--- src/rtl/oflow_registration_multi.sv ---
// Per-object registration stage: merges candidate beats into a top-2 tracker, assigns or
// allocates an object ID, writes {features, id} into a feature memory and serves 1-cycle readback.
module oflow_registration_multi #(
  parameter int unsigned FEAT_W  = 120,
  parameter int unsigned ID_W    = 12,
  parameter int unsigned SCORE_W = 16,
  parameter int unsigned ROWS    = 32,
  parameter int unsigned NUM_CH  = 2,
  parameter int unsigned FRAME_W = 16,
  localparam int unsigned ROW_W  = $clog2(ROWS)
) (
  input  logic                      clk,
  input  logic                      reset_N,
  input  logic [FRAME_W-1:0]        frame_num,
  input  logic                      alloc_en,
  input  logic [SCORE_W-1:0]        new_id_thresh,
  input  logic                      id_clear,
  input  logic                      obj_valid,
  output logic                      obj_ready,
  input  logic [FEAT_W-1:0]         obj_feat,
  input  logic [ROW_W-1:0]          obj_row,
  input  logic                      cand_valid,
  output logic                      cand_ready,
  input  logic [NUM_CH-1:0]         cand_mask,
  input  logic [NUM_CH*SCORE_W-1:0] cand_score,
  input  logic [NUM_CH*ID_W-1:0]    cand_id,
  input  logic                      cand_last,
  output logic                      res_valid,
  output logic [ROW_W-1:0]          res_row,
  output logic [SCORE_W-1:0]        res_score0,
  output logic [ID_W-1:0]           res_id0,
  output logic [SCORE_W-1:0]        res_score1,
  output logic [ID_W-1:0]           res_id1,
  output logic                      res_new_id,
  output logic                      done_registration,
  input  logic                      rd_en,
  input  logic [ROW_W-1:0]          rd_row,
  output logic [FEAT_W+ID_W-1:0]    rd_data
);
  localparam int unsigned MEM_W = FEAT_W + ID_W;
  localparam logic [1:0] S_IDLE    = 2'd0;
  localparam logic [1:0] S_COLLECT = 2'd1;
  localparam logic [1:0] S_DECIDE  = 2'd2;
  localparam logic [1:0] S_WRITE   = 2'd3;
  localparam logic [ID_W-1:0] ID_ONE = ID_W'(1);
  localparam logic [ID_W-1:0] ID_MAX = '1;

  logic [1:0]         state, state_nxt;
  logic [FEAT_W-1:0]  feat_q, feat_nxt;
  logic [ROW_W-1:0]   row_q, row_nxt;
  logic               first_q, first_nxt, seen_q, seen_nxt;
  logic [SCORE_W-1:0] best_score, best_score_nxt, sec_score, sec_score_nxt;
  logic [ID_W-1:0]    best_id, best_id_nxt, sec_id, sec_id_nxt;
  logic [ID_W-1:0]    next_id, next_id_nxt;
  logic [SCORE_W-1:0] res_score0_nxt, res_score1_nxt;
  logic [ID_W-1:0]    res_id0_nxt, res_id1_nxt;
  logic [ROW_W-1:0]   res_row_nxt;
  logic               res_new_id_nxt, res_valid_nxt, alloc;
  logic [SCORE_W-1:0] m_best_score, m_sec_score, ch_score;
  logic [ID_W-1:0]    m_best_id, m_sec_id, ch_id;
  logic [MEM_W-1:0]   mem [ROWS];

  assign done_registration = res_valid;

  // Top-2 merge of the current beat; strict less-than so ties keep the earlier entry.
  always_comb begin
    m_best_score = best_score;
    m_best_id    = best_id;
    m_sec_score  = sec_score;
    m_sec_id     = sec_id;
    ch_score     = '0;
    ch_id        = '0;
    for (int c = 0; c < int'(NUM_CH); c++) begin
      ch_score = cand_score[c*SCORE_W +: SCORE_W];
      ch_id    = cand_id[c*ID_W +: ID_W];
      if (cand_mask[c]) begin
        if (ch_score < m_best_score) begin
          m_sec_score  = m_best_score;
          m_sec_id     = m_best_id;
          m_best_score = ch_score;
          m_best_id    = ch_id;
        end else if (ch_score < m_sec_score) begin
          m_sec_score = ch_score;
          m_sec_id    = ch_id;
        end
      end
    end
  end

  // Next-state and datapath update.
  always_comb begin
    state_nxt      = state;
    feat_nxt       = feat_q;
    row_nxt        = row_q;
    first_nxt      = first_q;
    seen_nxt       = seen_q;
    best_score_nxt = best_score;
    best_id_nxt    = best_id;
    sec_score_nxt  = sec_score;
    sec_id_nxt     = sec_id;
    next_id_nxt    = next_id;
    res_score0_nxt = res_score0;
    res_id0_nxt    = res_id0;
    res_score1_nxt = res_score1;
    res_id1_nxt    = res_id1;
    res_row_nxt    = res_row;
    res_new_id_nxt = res_new_id;
    res_valid_nxt  = 1'b0;
    alloc          = 1'b0;
    case (state)
      S_IDLE: begin
        if (obj_valid && obj_ready) begin
          feat_nxt       = obj_feat;
          row_nxt        = obj_row;
          first_nxt      = (frame_num == '0);
          seen_nxt       = 1'b0;
          best_score_nxt = '1;
          best_id_nxt    = '0;
          sec_score_nxt  = '1;
          sec_id_nxt     = '0;
          state_nxt      = (frame_num == '0) ? S_DECIDE : S_COLLECT;
        end
      end
      S_COLLECT: begin
        if (cand_valid && cand_ready) begin
          best_score_nxt = m_best_score;
          best_id_nxt    = m_best_id;
          sec_score_nxt  = m_sec_score;
          sec_id_nxt     = m_sec_id;
          seen_nxt       = seen_q | (|cand_mask);
          if (cand_last) state_nxt = S_DECIDE;
        end
      end
      S_DECIDE: begin
        state_nxt      = S_WRITE;
        res_valid_nxt  = 1'b1;
        res_row_nxt    = row_q;
        res_new_id_nxt = 1'b0;
        if (first_q || !seen_q) begin
          alloc          = 1'b1;
          res_score0_nxt = '0;
          res_score1_nxt = '0;
          res_id1_nxt    = '0;
        end else if (alloc_en && (best_score > new_id_thresh)) begin
          alloc          = 1'b1;
          res_score0_nxt = best_score;
          res_score1_nxt = best_score;
          res_id1_nxt    = best_id;
        end else begin
          res_score0_nxt = best_score;
          res_id0_nxt    = best_id;
          res_score1_nxt = sec_score;
          res_id1_nxt    = sec_id;
        end
      end
      S_WRITE: state_nxt = S_IDLE;
      default: state_nxt = S_IDLE;
    endcase
    // ID 0 is reserved, so the counter wraps from all-ones back to 1.
    if (alloc) begin
      res_id0_nxt    = next_id;
      res_new_id_nxt = 1'b1;
      next_id_nxt    = (next_id == ID_MAX) ? ID_ONE : next_id + ID_ONE;
    end
    if (id_clear) next_id_nxt = ID_ONE;
  end

  always_ff @(posedge clk or negedge reset_N) begin
    if (!reset_N) begin
      state      <= S_IDLE;
      feat_q     <= '0;
      row_q      <= '0;
      first_q    <= 1'b0;
      seen_q     <= 1'b0;
      best_score <= '1;
      best_id    <= '0;
      sec_score  <= '1;
      sec_id     <= '0;
      next_id    <= ID_ONE;
      res_valid  <= 1'b0;
      res_row    <= '0;
      res_score0 <= '0;
      res_id0    <= '0;
      res_score1 <= '0;
      res_id1    <= '0;
      res_new_id <= 1'b0;
      obj_ready  <= 1'b0;
      cand_ready <= 1'b0;
      rd_data    <= '0;
    end else begin
      state      <= state_nxt;
      feat_q     <= feat_nxt;
      row_q      <= row_nxt;
      first_q    <= first_nxt;
      seen_q     <= seen_nxt;
      best_score <= best_score_nxt;
      best_id    <= best_id_nxt;
      sec_score  <= sec_score_nxt;
      sec_id     <= sec_id_nxt;
      next_id    <= next_id_nxt;
      res_valid  <= res_valid_nxt;
      res_row    <= res_row_nxt;
      res_score0 <= res_score0_nxt;
      res_id0    <= res_id0_nxt;
      res_score1 <= res_score1_nxt;
      res_id1    <= res_id1_nxt;
      res_new_id <= res_new_id_nxt;
      obj_ready  <= (state_nxt == S_IDLE);
      cand_ready <= (state_nxt == S_COLLECT);
      if (rd_en) rd_data <= mem[rd_row];
    end
  end

  // Feature memory has no reset; a read in the write cycle sees the old word.
  always_ff @(posedge clk) begin
    if (state == S_WRITE) mem[res_row] <= {feat_q, res_id0};
  end

endmodule

--- config.mk ---
export PLATFORM = sky130hd
export DESIGN_NAME = oflow_registration_multi
export DESIGN_NICKNAME = d
export VERILOG_FILES = /design/src/rtl/oflow_registration_multi.sv
export SDC_FILE = /design/constraint.sdc
export NUM_CORES = 2
export LEC_CHECK = 0
export ABC_CLOCK_PERIOD_IN_PS = 10000
export CORE_ASPECT_RATIO = 1.4
export CORE_UTILIZATION = 50
export CTS_CLUSTER_SIZE = 28
export DETAILED_ROUTE_END_ITERATION = 6
export HOLD_SLACK_MARGIN = 0.15
export PLACE_DENSITY = 0.69
export RECOVER_POWER = 50
export SYNTH_ARGS = -nofsm -noshare
export SYNTH_HDL_FRONTEND = slang
export SYNTH_MEMORY_MAX_BITS = 65536
export SYNTH_SLANG_ARGS = --single-unit
--- constraint.sdc ---
create_clock -name clk -period 10 [get_ports clk]
set_input_delay 1.5 -clock clk [delete_from_list [all_inputs] [get_ports clk]]
set_output_delay 1.5 -clock clk [all_outputs]
set_load 0.005 [all_outputs]
# Word level (Yosys, flattened, before mapping)
# Memory sizes are Yosys's and may differ from the RTL's. A register that Yosys moved wholly into a read port is not among the register bits.
# Index checks and enable logic that the tools add are counted.
totals:
  wordCells: 110
  out_inout_bits: 198
  n_memories: 1
  mem_bits_rw: 4224
  register_bits: 262
mem_list:
  columns: ["memory", "depth", "word_bits", "rd", "rd_clocked_by_memory_dff", "write_ports", "line_no", "text"]
  rows:
  - ["mem", 32, 132, 1, 1, 1, "61", "logic [MEM_W-1:0] mem [ROWS];"]
classes:
  n_lt_le_gt_ge: 5
  bitwise: 1
  mux: 58
  reduce_logical: 16
  addsub: 1
  n_eq_ne: 9
ops:
  columns: ["operator", "count"]
  rows:
  - ["$mux 12", 22]
  - ["$mux 16", 16]
  - ["$lt 16x16->1", 4]
  - ["$pmux 16 s2", 2]
  - ["$pmux 12 s2", 2]
  - ["$gt 16x16->1", 1]
  - ["$logic_not 16->1", 1]
  - ["$add 12x1->12 const B", 1]
  - ["$eq 12x12->1 const B", 1]
  - ["$mux 1", 10]
  - ["$mux 2", 4]
  - ["$ne 2x2->1 const B", 4]
  - ["$pmux 2 s4", 1]
  - ["$reduce_and 3->1", 2]
  - ["$reduce_bool 2->1", 3]
  - ["$eq 2x1->1 const B", 2]
  - ["$eq 2x2->1 const B", 2]
  - ["$logic_not 2->1", 2]
  - ["$logic_and 1x1->1", 3]
  - ["$logic_not 1->1", 2]
  - ["$pmux 1 s2", 1]
  - ["$reduce_and 2->1", 1]
  - ["$reduce_or 2->1", 1]
  - ["$logic_or 1x1->1", 1]
  - ["$or 1x1->1", 1]

# Longest topological paths before layout
depth:
  word_depth: 10
  ltp_mapped: 20
  ltp_nobuf: 17

# Worst setup path before layout
# Ideal clock, no wire load.
synth_timing:
  kind: "register to register"
  start: "register res_row[2]"
  end: "memory mem[4][0] (netlist name) (enable)"
  path_buffers: 1
  path_stages_with_launch: 4
  arrival_ps: 6572
  required_ps: 9375
  setup_slack_ps: 2803
  path_cell_list: "dfrtp_1 -> clkbuf_1 -> or3b_2 -> nor2_1"
synth_lines:
  columns: ["element", "line_no", "text"]
  rows:
  - ["start: declaration", "29", "output logic [ROW_W-1:0] res_row,"]
  - ["start signal: assignment", "202", "res_row <= res_row_nxt;"]
  - ["end: declaration", "61", null]
# No word-level cell before the write port.

# Final worst setup path
layout_timing:
  start: "register state[1]"
  end: "memory mem[4][31] (netlist name) (enable)"
layout_between:
  elab_chain_cells: 3
layout_rtl:
  columns: ["element", "line_no", "text"]
  rows:
  - ["start: declaration", "48", "logic [1:0] state, state_nxt;"]
  - ["start signal: assignment", "191", "state <= state_nxt;"]
  - ["$eq 2x2->1", "216", "if (state == S_WRITE) mem[res_row] <= {feat_q, res_id0};"]
  - ["$mux 1", "216", null]
  - ["$mux 1 (implied by the code)", "216", null]
# Every way passes these cells.

==> impl_metrics.csv <==
group,metric,value,unit
outcome,outcome,"finished, violations left",
outcome,violations,"design-rule violations, max-capacitance violations, max-slew violations",
setup_path,worst_r2r_endpoint,"mem[4][31]",
setup_path,end_kind,"register",
sta,fin_worst_hold_slack,0.483,ns
power,swShare,25.2,%
setup_path,r2r_cells,4,
die,io-pin-count,426,
worst_hold_path,worst_hold_path.endpoint,"res_id1[0]",
clock_tree,htreeDepth,5,
logic_synthesis,synth_area_in_simple_gates,2.03,%
die,core_region_area,353000,sq um
setup_path,crit_path_start_kind,"register",
logic_synthesis,synth-main-ff-cell,"edfxtp_1",
die,die-height,707,microns
sta,final_hold_fails,0,
logic_synthesis,synth.distinct_cells,72,
sta,max-slew-margin-rel,-428,%
route,wl_met3,43.7,mm
worst_hold_path,worst_hold_path_type,"register to register",
final_layout,final_layout_size_suffix_gt1_share,24.3,%
global_routing,grt_usage,25.8,%
route,wirelength,460,mm
sta,layout_min_cycle_time,7.74,ns
power,p_int,34.7,mW
power,combinational_share_of_power,8.7,%
global_routing,initial_antenna_violation_count,29,
route,drt_first_pass_iters,7,
clock_tree,tritoncts_clock_tree,"done",
power,power_switching,11.7,mW
setup_path,critical_path.reg2reg.startpoint,"state[1]",
logic_synthesis,postSynth.asyncResetShare,8.53,%
power,power_frac_clock,34.1,%
clock_tree,numCtsBuffers,422,
global_routing,grt_start_max_net_pins,121,
final_layout,synthToLayoutAreaGrowth,13.3,%
global_routing,grt_pass1_wl,655,mm
clock_tree,cts_root_buffer,"clkbuf_16",
placement,hpwl,235,mm
setup_path,criticalPathCategory,"register to register",
die,die_footprint,358000,sq um
worst_hold_path,min-delay-start,"res_id1[0]",
global_routing,via_count_of_the_first_global_routing_pass,89600,
setup_path,cp.required,10.30,ns
logic_synthesis,synth_fp_nets,8303,
setup_path,timing.critical_path.arrival,8.04,ns
clock_tree,cts_sinks,4618,
power,pwr-share-seq,57.2,%
route,post_drt_wl_per_cell,33.7,microns
route,detailed_routed_wire_length_on_met2,231,mm
route,via_count,87500,
logic_synthesis,avgSynthCellArea,22.2,sq um
clock_tree,clkTransAtPathRegs,0.07,ns
logic_synthesis,synth_top_family_by_area,"multiplexers",
route,mean_number_of_vias_per_cell,6.42,
logic_synthesis,synth-adder-area-share,0.542,%
sta,slew_viol_final,728,
final_layout,finalNetCount,8907,
logic_synthesis,synth_compound_area_share,1.65,%
flow_run,number_of_max_cap_violations,20,
die,die_x,506,microns
sta,clock-skew-final,0.0830,ns
route,drt-met1-wl,174,mm
sta,setup-tns-final,0,ns
power,power-per-cell-area,230,nW/um^2
worst_hold_path,min_delay_path_depth,2,
route,dr.first_iter.drc_count,10300,
logic_synthesis,syn-cell-area,178000,sq um
sta,rsz_0062_raised_after_global_routing,"false",
logic_synthesis,synth_sequential_area_ratio,77.0,%
sta,worstMarginPinSlew,7.92,ns
setup_path,crit_path_max_fanout,73,
clock_tree,post-cts-setup-buffers,0,
logic_synthesis,synth_enable_flop_cells,4224,
clock_tree,cts.hold.buffers_added,0,
logic_synthesis,synth-xor-area-share,0.00493,%
sta,fmax,0.129,GHz
clock_tree,cts_resized,0,
logic_synthesis,synthesis.instances,7998,
clock_tree,insertion_delay,0.96,ns
setup_path,worst_setup_path_startpoint,"state[1]",
logic_synthesis,multiplexer_area_fraction_after_synthesis,17.7,%
setup_path,reg2reg_setup_slack,2.26,ns
die,rows,258,
placement,buffer_ports.inserted,425,
placement,cell_count_post_placement,12900,
power,peakVddDrop,192,uV
sta,min_period_over_period,77.4,%
die,start_util,50.3,%
logic_synthesis,ys.warnings.count,0,
power,total_power,46.4,mW
route,top_layer,"met5",
global_routing,grt_overflow,0,
clock_tree,clk_path_buf_depth,4,
power,static-leakage-power,65.7,nW
logic_synthesis,total_of_flip_flops_plus_latches_after_synthesis,4618,
sta,finalSetupViolations,0,
route,drcViolationCount,5,
route,ant_nets,0,
final_layout,final_cell_count_no_fill,13600,
placement,routabilityCongestion,0.904,
[power groups by stage]
| stage | Clock, mW | Sequential, mW | Combinational, mW |
|---|---|---|---|
| final | 15.8 | 26.5 | 4.01 |
| after global routing | 16.7 | 26.8 | 4.32 |
| after CTS | 16.0 | 26.5 | 4.04 |
| after detailed placement | 0 | 27.0 | 4.02 |
| after global placement | 0 | 26.7 | 3.98 |
| after floorplan | 0 | 25.9 | 2.34 |
[metal layers]
metal	GRT usage, %	vias to the layer above
li1	-	34700
met1	35.6	47500
met2	43.1	4622
met3	4.41	672
met4	5.97	28
met5	0	-
[worst max-delay path by stage]
stage,endpoint
after floorplan,mem[4][0]
after global placement,sec_id[4]
after detailed placement,sec_id[10]
after CTS,sec_id[10]
after global routing,feat_q[88]
final,mem[4][31]
[worst max-delay path, cell delays in order, from the launching register on]
cell      delay (ns)
dfrtp_1         0.49
nand2_1         0.12
or3_1           0.60
nor2_1          0.24
clkbuf_1        5.48
[Yosys cell counts (49+ instances only)]
cell type / n / area, sq um
a21oi_1: 165 / 826
buf_1: 107 / 402
clkbuf_1: 288 / 1080
dfrtp_1: 361 / 9030
edfxtp_1: 4224 / 127000
ha_1: 77 / 963
inv_1: 66 / 248
mux2i_1: 173 / 1730
mux4_2: 1320 / 29700
nand2_1: 519 / 1950
nor2_1: 217 / 815
nor3_1: 49 / 245
o21ai_0: 74 / 370
[layout by cell type, fill, tap and decap left out, types with 7 or more instances in the layout]
| master | instances |
|---|---|
| clkbuf_16 | 428 |
| clkdlybuf4s50_1 | 417 |
| nand4_1 | 15 |
| inv_1 | 66 |
| a21o_1 | 11 |
| nand2_1 | 519 |
| inv_6 | 7 |
| nand3_1 | 31 |
| o311ai_0 | 16 |
| bufinv_16 | 30 |
| clkbuf_1 | 134 |
| buf_4 | 141 |
| edfxtp_1 | 4224 |
| a222oi_1 | 23 |
| buf_12 | 25 |
| a211oi_1 | 21 |
| dfstp_2 | 33 |
| a221o_1 | 21 |
| a211o_1 | 14 |
| a221oi_1 | 16 |
| nor2_4 | 27 |
| a21oi_1 | 164 |
| nor3_1 | 47 |
| mux4_2 | 1320 |
| dfrtp_1 | 361 |
| ha_1 | 77 |
| mux2i_1 | 173 |
| clkinv_4 | 7 |
| o21ai_0 | 74 |
| nor2_1 | 192 |
| clkinvlp_4 | 18 |
| clkinv_1 | 71 |
| clkinv_2 | 73 |
| a22oi_1 | 14 |
| a22o_1 | 12 |
| clkbuf_8 | 18 |
| a221o_2 | 7 |
[sequential cells by signal, summed over array words and instances (netlist names), 16 cells and up]
| register | count |
|---|---|
| best_score | 16 |
| feat_q | 120 |
| mem | 4224 |
| rd_data | 132 |
| res_score0 | 16 |
| res_score1 | 16 |
| sec_score | 16 |
[stage by stage]
step                      cell area (sq um)  setup WS [ns]  util (%)
after floorplan                      178000           2.80         -
after global placement               188000           1.89      53.3
after detailed placement             188000           1.76      53.3
after CTS                            202000           2.82      57.1
after global routing                 201000           1.30      57.0
final                                201000           2.26      57.0
[final cells by class]
class	instances	area, sq um
Fill cell	25400	152000
Sequential cell	4618	137000
Multi-Input combinational cell	2884	39200
Clock buffer	560	11400
Timing Repair Buffer	610	5920
Tap cell	4680	5860
Clock inverter	217	1970
Inverter	66	248
Antenna cell	5	12.5
[logic make-up after synthesis]
family / after synthesis
compound gates: 431
xor+xnor: 1
fa+ha+maj: 77
buf+inv: 496
flops: 4618
mux: 1494
simple gates: 881
Power figures use the tool's default switching activity.
